--- config.mk ---
export PLATFORM = sky130hd
export DESIGN_NAME = dense_layer_engine_flat
export DESIGN_NICKNAME = d
export VERILOG_FILES = /design/src/rtl/dqn_fixed_pkg.sv /design/src/rtl/dense_layer_engine_if.sv /design/src/rtl/dense_lane_mac.sv /design/src/rtl/dense_layer_engine.sv /design/src/flat_wrapper.sv
export SDC_FILE = /design/constraint.sdc
export NUM_CORES = 1
export LEC_CHECK = 0
export CAP_MARGIN = 20
export CORE_ASPECT_RATIO = 1.5
export CORE_MARGIN = 2
export CORE_UTILIZATION = 35
export DETAILED_ROUTE_END_ITERATION = 7
export HOLD_SLACK_MARGIN = 0.06
export PLACE_DENSITY = 0.49
export REMOVE_ABC_BUFFERS = 1
export SLEW_MARGIN = 20
export SYNTH_ARGS = -nofsm -noshare
export SYNTH_HDL_FRONTEND = slang
export SYNTH_SLANG_ARGS = --single-unit
--- constraint.sdc ---
create_clock -name clk -period 18.12 [get_ports clk]
set_input_delay 1.812 -clock clk [delete_from_list [all_inputs] [get_ports clk]]
set_output_delay 1.812 -clock clk [all_outputs]
set_load 0.05 [all_outputs]
--- src/rtl/dqn_fixed_pkg.sv ---
// Shared fixed-point helpers for the DQN dense layer datapath.
// State encoding, accumulator sizing and saturation.
package dqn_fixed_pkg;

  typedef enum logic [2:0] {
    S_IDLE,
    S_FETCH,
    S_DRAIN,
    S_WRITE,
    S_DONE
  } state_t;

  function automatic int acc_width(
    input int num_in,
    input int data_width
  );
    return 2 * data_width + $clog2(num_in + 1);
  endfunction

  function automatic logic signed [63:0] saturate(
    input logic signed [63:0] v,
    input int                 dw
  );
    logic signed [63:0] hi;
    logic signed [63:0] lo;
    hi = (64'sd1 <<< (dw - 1)) - 64'sd1;
    lo = -(64'sd1 <<< (dw - 1));
    if (v > hi) return hi;
    if (v < lo) return lo;
    return v;
  endfunction

endpackage

--- src/rtl/dense_layer_engine_if.sv ---
// Start/done handshake plus input, weight and output RAM ports
// of one dense layer engine instance.
interface dense_layer_engine_if #(
  parameter int DATA_WIDTH = 16,
  parameter int LANES      = 1,
  parameter int ADDR_WIDTH = 5
);
  logic                          i_valid;
  logic                          i_linear;
  logic                          o_busy;
  logic [ADDR_WIDTH-1:0]         o_in_addr;
  logic [DATA_WIDTH-1:0]         i_in_data;
  logic [ADDR_WIDTH-1:0]         o_w_addr;
  logic [LANES*DATA_WIDTH-1:0]   i_w_data;
  logic                          o_out_we;
  logic [ADDR_WIDTH-1:0]         o_out_addr;
  logic [LANES*DATA_WIDTH-1:0]   o_out_data;
  logic                          o_valid;

  modport master (
    input  i_valid, i_linear, i_in_data, i_w_data,
    output o_busy, o_in_addr, o_w_addr, o_out_we,
    output o_out_addr, o_out_data, o_valid
  );

  modport slave (
    output i_valid, i_linear, i_in_data, i_w_data,
    input  o_busy, o_in_addr, o_w_addr, o_out_we,
    input  o_out_addr, o_out_data, o_valid
  );
endinterface

--- src/rtl/dense_lane_mac.sv ---
// One lane: multiply-accumulate, shift, leaky ReLU, saturate.
// DENSE_LAYER_ROUND_EN selects round-half-up instead of floor.
module dense_lane_mac
  import dqn_fixed_pkg::*;
#(
  parameter int DATA_WIDTH  = 16,
  parameter int FRAC_BITS   = 8,
  parameter int NUM_IN      = 5,
  parameter int ALPHA_SHIFT = 3
) (
  input  logic                         clk,
  input  logic                         rst,
  input  logic                         clr,
  input  logic                         en,
  input  logic                         bias,
  input  logic                         linear,
  input  logic signed [DATA_WIDTH-1:0] x,
  input  logic signed [DATA_WIDTH-1:0] w,
  output logic signed [DATA_WIDTH-1:0] y
);
  localparam int AW = acc_width(NUM_IN, DATA_WIDTH);
  localparam logic signed [DATA_WIDTH-1:0] ONE =
    DATA_WIDTH'(1 << FRAC_BITS);

  logic signed [DATA_WIDTH-1:0]   xin;
  logic signed [2*DATA_WIDTH-1:0] prod;
  logic signed [AW-1:0]           acc;
  logic signed [AW-1:0]           rnd;
  logic signed [AW-1:0]           shf;
  logic signed [AW-1:0]           lk;

  assign xin  = bias ? ONE : x;
  assign prod = xin * w;

  // accumulator, cleared at the start of every group
  always_ff @(posedge clk or posedge rst) begin
    if (rst)
      acc <= '0;
    else if (clr)
      acc <= '0;
    else if (en)
      acc <= acc + AW'(prod);
  end

`ifdef DENSE_LAYER_ROUND_EN
  assign rnd = acc + AW'(1 << (FRAC_BITS - 1));
`else
  assign rnd = acc;
`endif

  assign shf = rnd >>> FRAC_BITS;
  assign lk  = (shf[AW-1] && !linear) ?
               (shf >>> ALPHA_SHIFT) : shf;
  assign y   = DATA_WIDTH'(saturate(64'(lk), DATA_WIDTH));

endmodule

--- src/rtl/dense_layer_engine.sv ---
// Dense layer engine: FSM, counters, RAM addressing, lane array.
// Build option DENSE_LAYER_ROUND_EN enables rounding in each lane.
module dense_layer_engine
  import dqn_fixed_pkg::*;
#(
  parameter int DATA_WIDTH  = 16,
  parameter int FRAC_BITS   = 8,
  parameter int NUM_IN      = 5,
  parameter int NUM_OUT     = 5,
  parameter int LANES       = 1,
  parameter int ADDR_WIDTH  = 5,
  parameter int ALPHA_SHIFT = 3
) (
  input  logic           clk,
  input  logic           rst,
  dense_layer_engine_if.master bus
);
  localparam int G  = NUM_OUT / LANES;
  localparam int AD = ADDR_WIDTH;

  state_t        state;
  logic [AD-1:0] k;
  logic [AD-1:0] g;
  logic [AD-1:0] wbase;
  logic          lin;
  logic          mac_en;
  logic          mac_bias;
  logic          start;
  logic          last_k;
  logic          last_g;
  logic          clr;

  assign start  = (state == S_IDLE) && bus.i_valid;
  assign last_k = (k == AD'(NUM_IN));
  assign last_g = (g == AD'(G - 1));
  assign clr    = start || (state == S_WRITE);

  // sequencing of fetch, drain and write per group
  always_ff @(posedge clk or posedge rst) begin
    if (rst) begin
      state    <= S_IDLE;
      k        <= '0;
      g        <= '0;
      wbase    <= '0;
      lin      <= 1'b0;
      mac_en   <= 1'b0;
      mac_bias <= 1'b0;
    end else begin
      mac_en   <= (state == S_FETCH);
      mac_bias <= (state == S_FETCH) && last_k;
      unique case (state)
        S_IDLE: begin
          if (bus.i_valid) begin
            state <= S_FETCH;
            k     <= '0;
            g     <= '0;
            wbase <= '0;
            lin   <= bus.i_linear;
          end
        end
        S_FETCH: begin
          if (last_k) state <= S_DRAIN;
          else        k     <= k + 1'b1;
        end
        S_DRAIN: state <= S_WRITE;
        S_WRITE: begin
          if (last_g) begin
            state <= S_DONE;
          end else begin
            state <= S_FETCH;
            k     <= '0;
            g     <= g + 1'b1;
            wbase <= wbase + AD'(NUM_IN + 1);
          end
        end
        S_DONE:  state <= S_IDLE;
        default: state <= S_IDLE;
      endcase
    end
  end

  assign bus.o_busy     = (state != S_IDLE);
  assign bus.o_valid    = (state == S_DONE);
  assign bus.o_out_we   = (state == S_WRITE);
  assign bus.o_in_addr  = k;
  assign bus.o_w_addr   = wbase + k;
  assign bus.o_out_addr = g;

  for (genvar l = 0; l < LANES; l++) begin : g_lane
    logic signed [DATA_WIDTH-1:0] y;

    dense_lane_mac #(
      .DATA_WIDTH  (DATA_WIDTH),
      .FRAC_BITS   (FRAC_BITS),
      .NUM_IN      (NUM_IN),
      .ALPHA_SHIFT (ALPHA_SHIFT)
    ) u_mac (
      .clk    (clk),
      .rst    (rst),
      .clr    (clr),
      .en     (mac_en),
      .bias   (mac_bias),
      .linear (lin),
      .x      (bus.i_in_data),
      .w      (bus.i_w_data[l*DATA_WIDTH +: DATA_WIDTH]),
      .y      (y)
    );

    assign bus.o_out_data[l*DATA_WIDTH +: DATA_WIDTH] =
      (state == S_WRITE) ? y : '0;
  end

endmodule

--- src/flat_wrapper.sv ---
// flat-port wrapper written by rule: the top's interface ports become plain ports
module dense_layer_engine_flat import dqn_fixed_pkg::*;
#(
  parameter int DATA_WIDTH  = 16,
  parameter int FRAC_BITS   = 8,
  parameter int NUM_IN      = 5,
  parameter int NUM_OUT     = 5,
  parameter int LANES       = 1,
  parameter int ADDR_WIDTH  = 5,
  parameter int ALPHA_SHIFT = 3
)
  (clk, rst, bus_i_valid, bus_i_linear, bus_i_in_data, bus_i_w_data, bus_o_busy, bus_o_in_addr, bus_o_w_addr, bus_o_out_we, bus_o_out_addr, bus_o_out_data, bus_o_valid);
  dense_layer_engine_if #(.DATA_WIDTH(DATA_WIDTH), .LANES(LANES), .ADDR_WIDTH(ADDR_WIDTH)) bus_i ();
  input  logic clk;
  input  logic rst;
  input wire logic [$bits(bus_i.i_valid)-1:0] bus_i_valid;
  input wire logic [$bits(bus_i.i_linear)-1:0] bus_i_linear;
  input wire logic [$bits(bus_i.i_in_data)-1:0] bus_i_in_data;
  input wire logic [$bits(bus_i.i_w_data)-1:0] bus_i_w_data;
  output wire logic [$bits(bus_i.o_busy)-1:0] bus_o_busy;
  output wire logic [$bits(bus_i.o_in_addr)-1:0] bus_o_in_addr;
  output wire logic [$bits(bus_i.o_w_addr)-1:0] bus_o_w_addr;
  output wire logic [$bits(bus_i.o_out_we)-1:0] bus_o_out_we;
  output wire logic [$bits(bus_i.o_out_addr)-1:0] bus_o_out_addr;
  output wire logic [$bits(bus_i.o_out_data)-1:0] bus_o_out_data;
  output wire logic [$bits(bus_i.o_valid)-1:0] bus_o_valid;
  assign bus_i.i_valid = bus_i_valid;
  assign bus_i.i_linear = bus_i_linear;
  assign bus_i.i_in_data = bus_i_in_data;
  assign bus_i.i_w_data = bus_i_w_data;
  assign bus_o_busy = bus_i.o_busy;
  assign bus_o_in_addr = bus_i.o_in_addr;
  assign bus_o_w_addr = bus_i.o_w_addr;
  assign bus_o_out_we = bus_i.o_out_we;
  assign bus_o_out_addr = bus_i.o_out_addr;
  assign bus_o_out_data = bus_i.o_out_data;
  assign bus_o_valid = bus_i.o_valid;
  dense_layer_engine #(.DATA_WIDTH(DATA_WIDTH), .FRAC_BITS(FRAC_BITS), .NUM_IN(NUM_IN), .NUM_OUT(NUM_OUT), .LANES(LANES), .ADDR_WIDTH(ADDR_WIDTH), .ALPHA_SHIFT(ALPHA_SHIFT)) u_core (.clk(clk), .rst(rst), .bus(bus_i));
endmodule
=== After elaboration in Yosys (flattened, before gate mapping) ===
Index checks and enable logic that the tools add are counted.

* Memory bits (writable): 0
* Logic and storage cells: 64
* Latch bits: 0
* Input bits: 36
* Memories kept: 0
* Output and inout port bits: 34
* Bits in read-only memories: 0
* Flip-flop bits (word level): 56

* Multipliers: 1
* Muxes and demuxes: 24
* Equality and inequality tests: 10
* Div/mod/pow operators: 0
* Reduce and logical (&&, ||, !) cells: 14
* Magnitude comparators: 2
* Shift-type cells: 0
* Bitwise operators: 0
* Add/sub/neg operators: 5

{| class="wikitable"
|+ Operator list
! kind !! number
|-
| 16-bit two-way mux || 6
|-
| 35-bit two-way mux || 2
|-
| 35-bit by 32-bit adder with 35-bit output || 1
|-
| 16-bit by 16-bit multiplier with 32-bit output || 1
|-
| 27-bit by 16-bit > comparator with 1-bit output, second input constant || 1
|-
| 27-bit by 16-bit less-than comparator with 1-bit output, second input constant || 1
|-
| 26-bit two-way mux || 1
|-
| 5-bit two-way mux || 5
|-
| 5-bit one-hot mux with 2 select lines || 2
|-
| 5-bit one-hot mux with 3 select lines || 1
|-
| 3-bit one-hot mux with 4 select lines || 1
|-
| 5-bit by 1-bit adder with 5-bit output, second input constant || 2
|-
| 5-bit by 3-bit == test with 1-bit output, second input constant || 2
|-
| 3-bit two-way mux || 3
|-
| 3-bit by 2-bit == test with 1-bit output, second input constant || 2
|-
| 2-bit != test, second input constant || 3
|-
| 3-bit nonzero test || 2
|-
| 5-bit by 3-bit adder with 5-bit output, second input constant || 1
|-
| 5-bit adder || 1
|-
| 2-bit AND reduction || 2
|-
| 4-bit AND reduction || 1
|-
| 2-bit nonzero test || 2
|-
| 3-bit by 1-bit == test with 1-bit output, second input constant || 1
|-
| 3-bit == test, second input constant || 1
|-
| other kinds (7) || 11
|}

=== Logic depth before layout (Yosys ltp) ===
* Word-level depth: 9
* Mapped depth: 25
* Gate-level depth less buffers: 23

=== Modules after synthesis ===
Synthesis repeated with hierarchy kept, for this count alone.

* Cell total of the unflattened synthesis: 1584
* Area, all modules: 14747.9 sq um

{| class="wikitable"
|+ Modules (own cells, without submodules)
! module !! area an instance (sq um) !! sequential area each (sq um) !! cells each !! times used
|-
| dense_lane_mac || 13484.2 || 875.8 || 1458 || 1
|-
| dense_layer_engine || 1263.7 || 500.5 || 126 || 1
|}

=== Worst setup path before layout ===
Ideal clock, no wire load.

* Path kind: input to register
* Start: input bus_i_in_data[15]
* End: register u_core.g_lane[0].u_mac.acc[34]
* Data arrival time: 7.536 ns
* Stages on the path: 22
* Path buffers: 1
* Setup time: 0.136 ns
* Slack: 10.448 ns
* Cell sequence: nor2b_1 > clkbuf_1 > nand2_1 > inv_1 > fa_1 > fa_1 > fa_1 > inv_1 > fa_1 > inv_1 > fa_1 > inv_1 > fa_1 > inv_1 > ha_1 > a21o_1 > a21o_1 > or3_1 > a21oi_1 > o22ai_1 > a22oi_1 > o311ai_1

* Cells in the longest elaborated chain, start to end: 5

{| class="wikitable"
|+ Ends and longest elaborated chain
! element !! line !! RTL
|-
| from (decl) || flat_wrapper.sv:18 || <nowiki>input wire logic [$bits(bus_i.i_in_data)-1:0] bus_i_in_data;</nowiki>
|-
| 16-bit two-way mux || dense_lane_mac.sv:32 || <nowiki>assign xin = bias ? ONE : x;</nowiki>
|-
| 16-bit by 16-bit multiplier with 32-bit output || dense_lane_mac.sv:33 || <nowiki>assign prod = xin * w;</nowiki>
|-
| 35-bit by 32-bit adder with 35-bit output || dense_lane_mac.sv:42 || <nowiki>acc <= acc + AW'(prod);</nowiki>
|-
| 35-bit two-way mux || dense_lane_mac.sv:41 || <nowiki>else if (en)</nowiki>
|-
| 35-bit two-way mux || dense_lane_mac.sv:39 || <nowiki>else if (clr)</nowiki>
|-
| to (signal assigned) || dense_lane_mac.sv:42 ||
|-
| to (decl) || dense_lane_mac.sv:27 || <nowiki>logic signed [AW-1:0] acc;</nowiki>
|}

Every way passes these cells. The select of a mux whose other input is x is not followed.
A chain may end at the register's enable or synchronous reset.

=== Worst setup path in the final report ===
* Start: input bus_i_in_data[11]
* End: register u_core.g_lane[0].u_mac.acc[31]

The elaborated chain is that of the path after synthesis.

==> impl_metrics.json <==
{
  "syn2layout_area_growth_pct": 9.79,
  "crit_slowest_cell": "nor2b_2",
  "via_per_inst": 4.94,
  "clockBufferDepth": 2,
  "critPathMostFrequentCell": "fa_1",
  "htree_levels": 2,
  "final_period_minus_worst_setup_slack_ps": 8510,
  "final_antenna_net_count": 0,
  "fin_setup_tns_ps": 0,
  "critPathKind": "input pin to register",
  "crit_fanout": 16,
  "clock_skew_ps": 5.31,
  "synth_area_per_cell_sq_um": 9.10,
  "synth_seq_cells": 55,
  "num_vias": 10500,
  "cp-start-kind": "input pin",
  "synth-seq-area-share_pct": 9.53,
  "path_cells": "clkdlybuf4s50_1, nor2b_2, nand2_1, fa_1, inv_1, fa_1, fa_1, fa_1, fa_1, inv_1, fa_1, inv_1, ha_1, a2111oi_0, o21ai_1, a31oi_2, o41ai_4, a31oi_2, o31a_1, nand4_1, o311ai_1",
  "syn_inst": 1586,
  "period_share_pct": 46.9,
  "die-area_sq_um": 42900,
  "drc_errors": 0,
  "maxSlewHeadroom_pct": 28.5,
  "tightest_slew_ps": 1070,
  "endpoint_kind": "register",
  "io-pin-count": 70,
  "design_area_sq_um": 15800,
  "async_reset_ff_share_pct": 100,
  "worstPathArrival_ps": 8710,
  "core-area_sq_um": 40900,
  "timing.final.hold_violations": 0,
  "hold_path.class": "register to register",
  "critPathTopFamily": "adder cells",
  "ctsResizeCount": 0,
  "maxCapViolCount": 0,
  "grt_pass1_vias": 12100,
  "cts_sinks": 55,
  "drv_slew": 0,
  "clkTransAtPathRegs_ps": 80,
  "synth-main-ff-cell": "dfrtp_1",
  "die_w_um": 170,
  "hpwlAfterDp_um": 32500,
  "cts-buffers-inserted": 5,
  "fmax_mhz": 118,
  "clockRootBuffer": "clkbuf_16",
  "final-setup-viol-count": 0,
  "die_y_um": 253,
  "postCtsSetupRepairBufs": 0,
  "rows": 91,
  "grt_max_degree": 56,
  "gp_congestion": 0.812,
  "first_iter_violations": 414,
  "wire_per_inst_um": 18.6,
  "grt.total_usage_pct": 19.7,
  "placed_cell_area_sq_um": 15700,
  "port_buffers": 69,
  "path_buf_inv": 4,
  "rsz0062_at_grt": "false",
  "synth_warnings": 0,
  "totalWireLength_um": 39600,
  "cpPeakStageDelay_ps": 830,
  "cts_tree": "yes",
  "cp.required_ps": 18330,
  "status": "finished, final reports clean",
  "drt_pass1_iterations": 4,
  "start_util_pct": 35.3,
  "syn_area_sq_um": 14400,
  "overflow": 0,
  "antennaDiodeCount": 0,
  "antenna_found_initial": 0,
  "grt_pass1_wl_um": 64700,
  "nets": 2078,
  "rrSetupSlack_ps": 10760,
  "clk_latency_ps": 310,
  "yosysUniqueCellTypes": 64,
  "synth_edf_count": 0,
  "drive_above_1_share_pct": 3.02,
  "cts_hold_buf": 0
}
## worst register-to-register path, delay by kind of cell (launching register included)
family,cells,cell delay [ps]
AOI/OAI and AO/OA,7,1720
adders and majority gates,7,3410
buffers and inverters,3,150
DFF,1,680
and+or+nand+nor,3,1300
## worst paths after layout
path | depth (start not counted) | startpoint | endpoint
setup / recovery | 21 | bus_i_in_data[11] | u_core.g_lane[0].u_mac.acc[31]$_DFFE_PP0P_
min in group asynchronous | 3 | rst | u_core.state[0]$_DFFE_PP0P_
hold / removal | 2 | u_core.g_lane[0].u_mac.acc[7]$_DFFE_PP0P_ | u_core.g_lane[0].u_mac.acc[7]$_DFFE_PP0P_
setup reg to reg | 20 | u_core.mac_bias$_DFF_PP0_ | u_core.g_lane[0].u_mac.acc[31]$_DFFE_PP0P_
hold reg to reg | 2 | u_core.g_lane[0].u_mac.acc[7]$_DFFE_PP0P_ | u_core.g_lane[0].u_mac.acc[7]$_DFFE_PP0P_
max in group asynchronous | 3 | rst | u_core.g_lane[0].u_mac.acc[15]$_DFFE_PP0P_
## flip-flops by register name (all words and copies together), names as in the netlist
register                 flops
u_core.lin                   1
u_core.bus.o_in_addr         5
u_core.g_lane.u_mac.acc     35
u_core.wbase                 4
u_core.bus.o_out_addr        5
u_core.state                 3
u_core.mac_en                1
u_core.mac_bias              1
## layout make-up
type | count | area, sq um
clock buffer | 5 | 125
fill | 4154 | 25000
tap | 511 | 639
multi-input combinational | 1093 | 11400
clock inverter | 3 | 25.0
timing repair buffer | 87 | 826
sequential | 55 | 1380
inverter | 378 | 1420
## cell usage after synthesis, types with 7 or more instances
master    count  share of area [%]
and2_1      126                5.5
nand2_1     193                5.0
clkbuf_1     55                1.4
o21ai_1      16               0.55
inv_1       378                9.8
o21ai_0      29                1.0
a21oi_1      46                1.6
a211oi_1      7               0.36
o211ai_1      7               0.36
xor2_1       16               0.97
a22o_1        7               0.42
a21o_1       23                1.2
fa_1        310                 43
nor3_1       11               0.38
nand2b_1     10               0.43
dfrtp_1      55                9.5
nand3_1      10               0.35
xnor2_1      22                1.3
nor2b_1      20               0.87
ha_1        112                9.7
nor2_1       45                1.2
## cells in the final DEF (no fill, tap or decap), types with 5 or more instances in the layout
cell type        instances
ha_1                   112
nand3_1                 10
a21oi_1                 46
dfrtp_1                 55
o21bai_1                 6
a22o_1                   7
clkbuf_16                5
buf_4                   18
clkdlybuf4s50_1         69
nand2_1                193
nand2b_1                10
xnor2_1                 22
o211ai_1                 7
fa_1                   310
nor2b_2                  7
nand4_1                  6
nor2_1                  45
and2_1                 126
a211oi_1                 7
nand3b_1                 6
nor3_1                  11
xor2_1                  16
o21ai_1                 16
nor2b_1                 12
o21ai_0                 29
inv_1                  377
a21o_1                  23
## logic make-up (layout without fill, tap and decap cells)
family          after synthesis  in the layout  share of synthesized area [%]
buf+inv                     438            473                           11.5
mux                           4              4                          0.277
xor+xnor                     38             38                           2.31
simple gates                450            450                           15.4
compound gates              179            179                           8.30
flops                        55             55                           9.53
fa+ha+maj                   422            422                           52.7
## through the flow
step	util, %	worst slack [ps]	hold WS [ps]	std cells
final	38.8	9610	496	2132
after global routing	38.8	9230	525	2132
after CTS	38.8	9520	507	2132
after detailed placement	38.4	9220	489	2124
after global placement	38.4	9380	490	2124
after floorplan	-	10390	456	1526
## per-layer routing
metal  up-vias  GRT usage [%]  routed length (um)
met5         -              0                   0
met4         0           5.57                1250
met3        51           1.13                 645
met2       141           39.6               22900
met1      5503           22.0               14800
li1       4844              -                   -
Power is not shown: default switching activity piles up to over one toggle a cycle in this logic, so the estimate is an artifact.
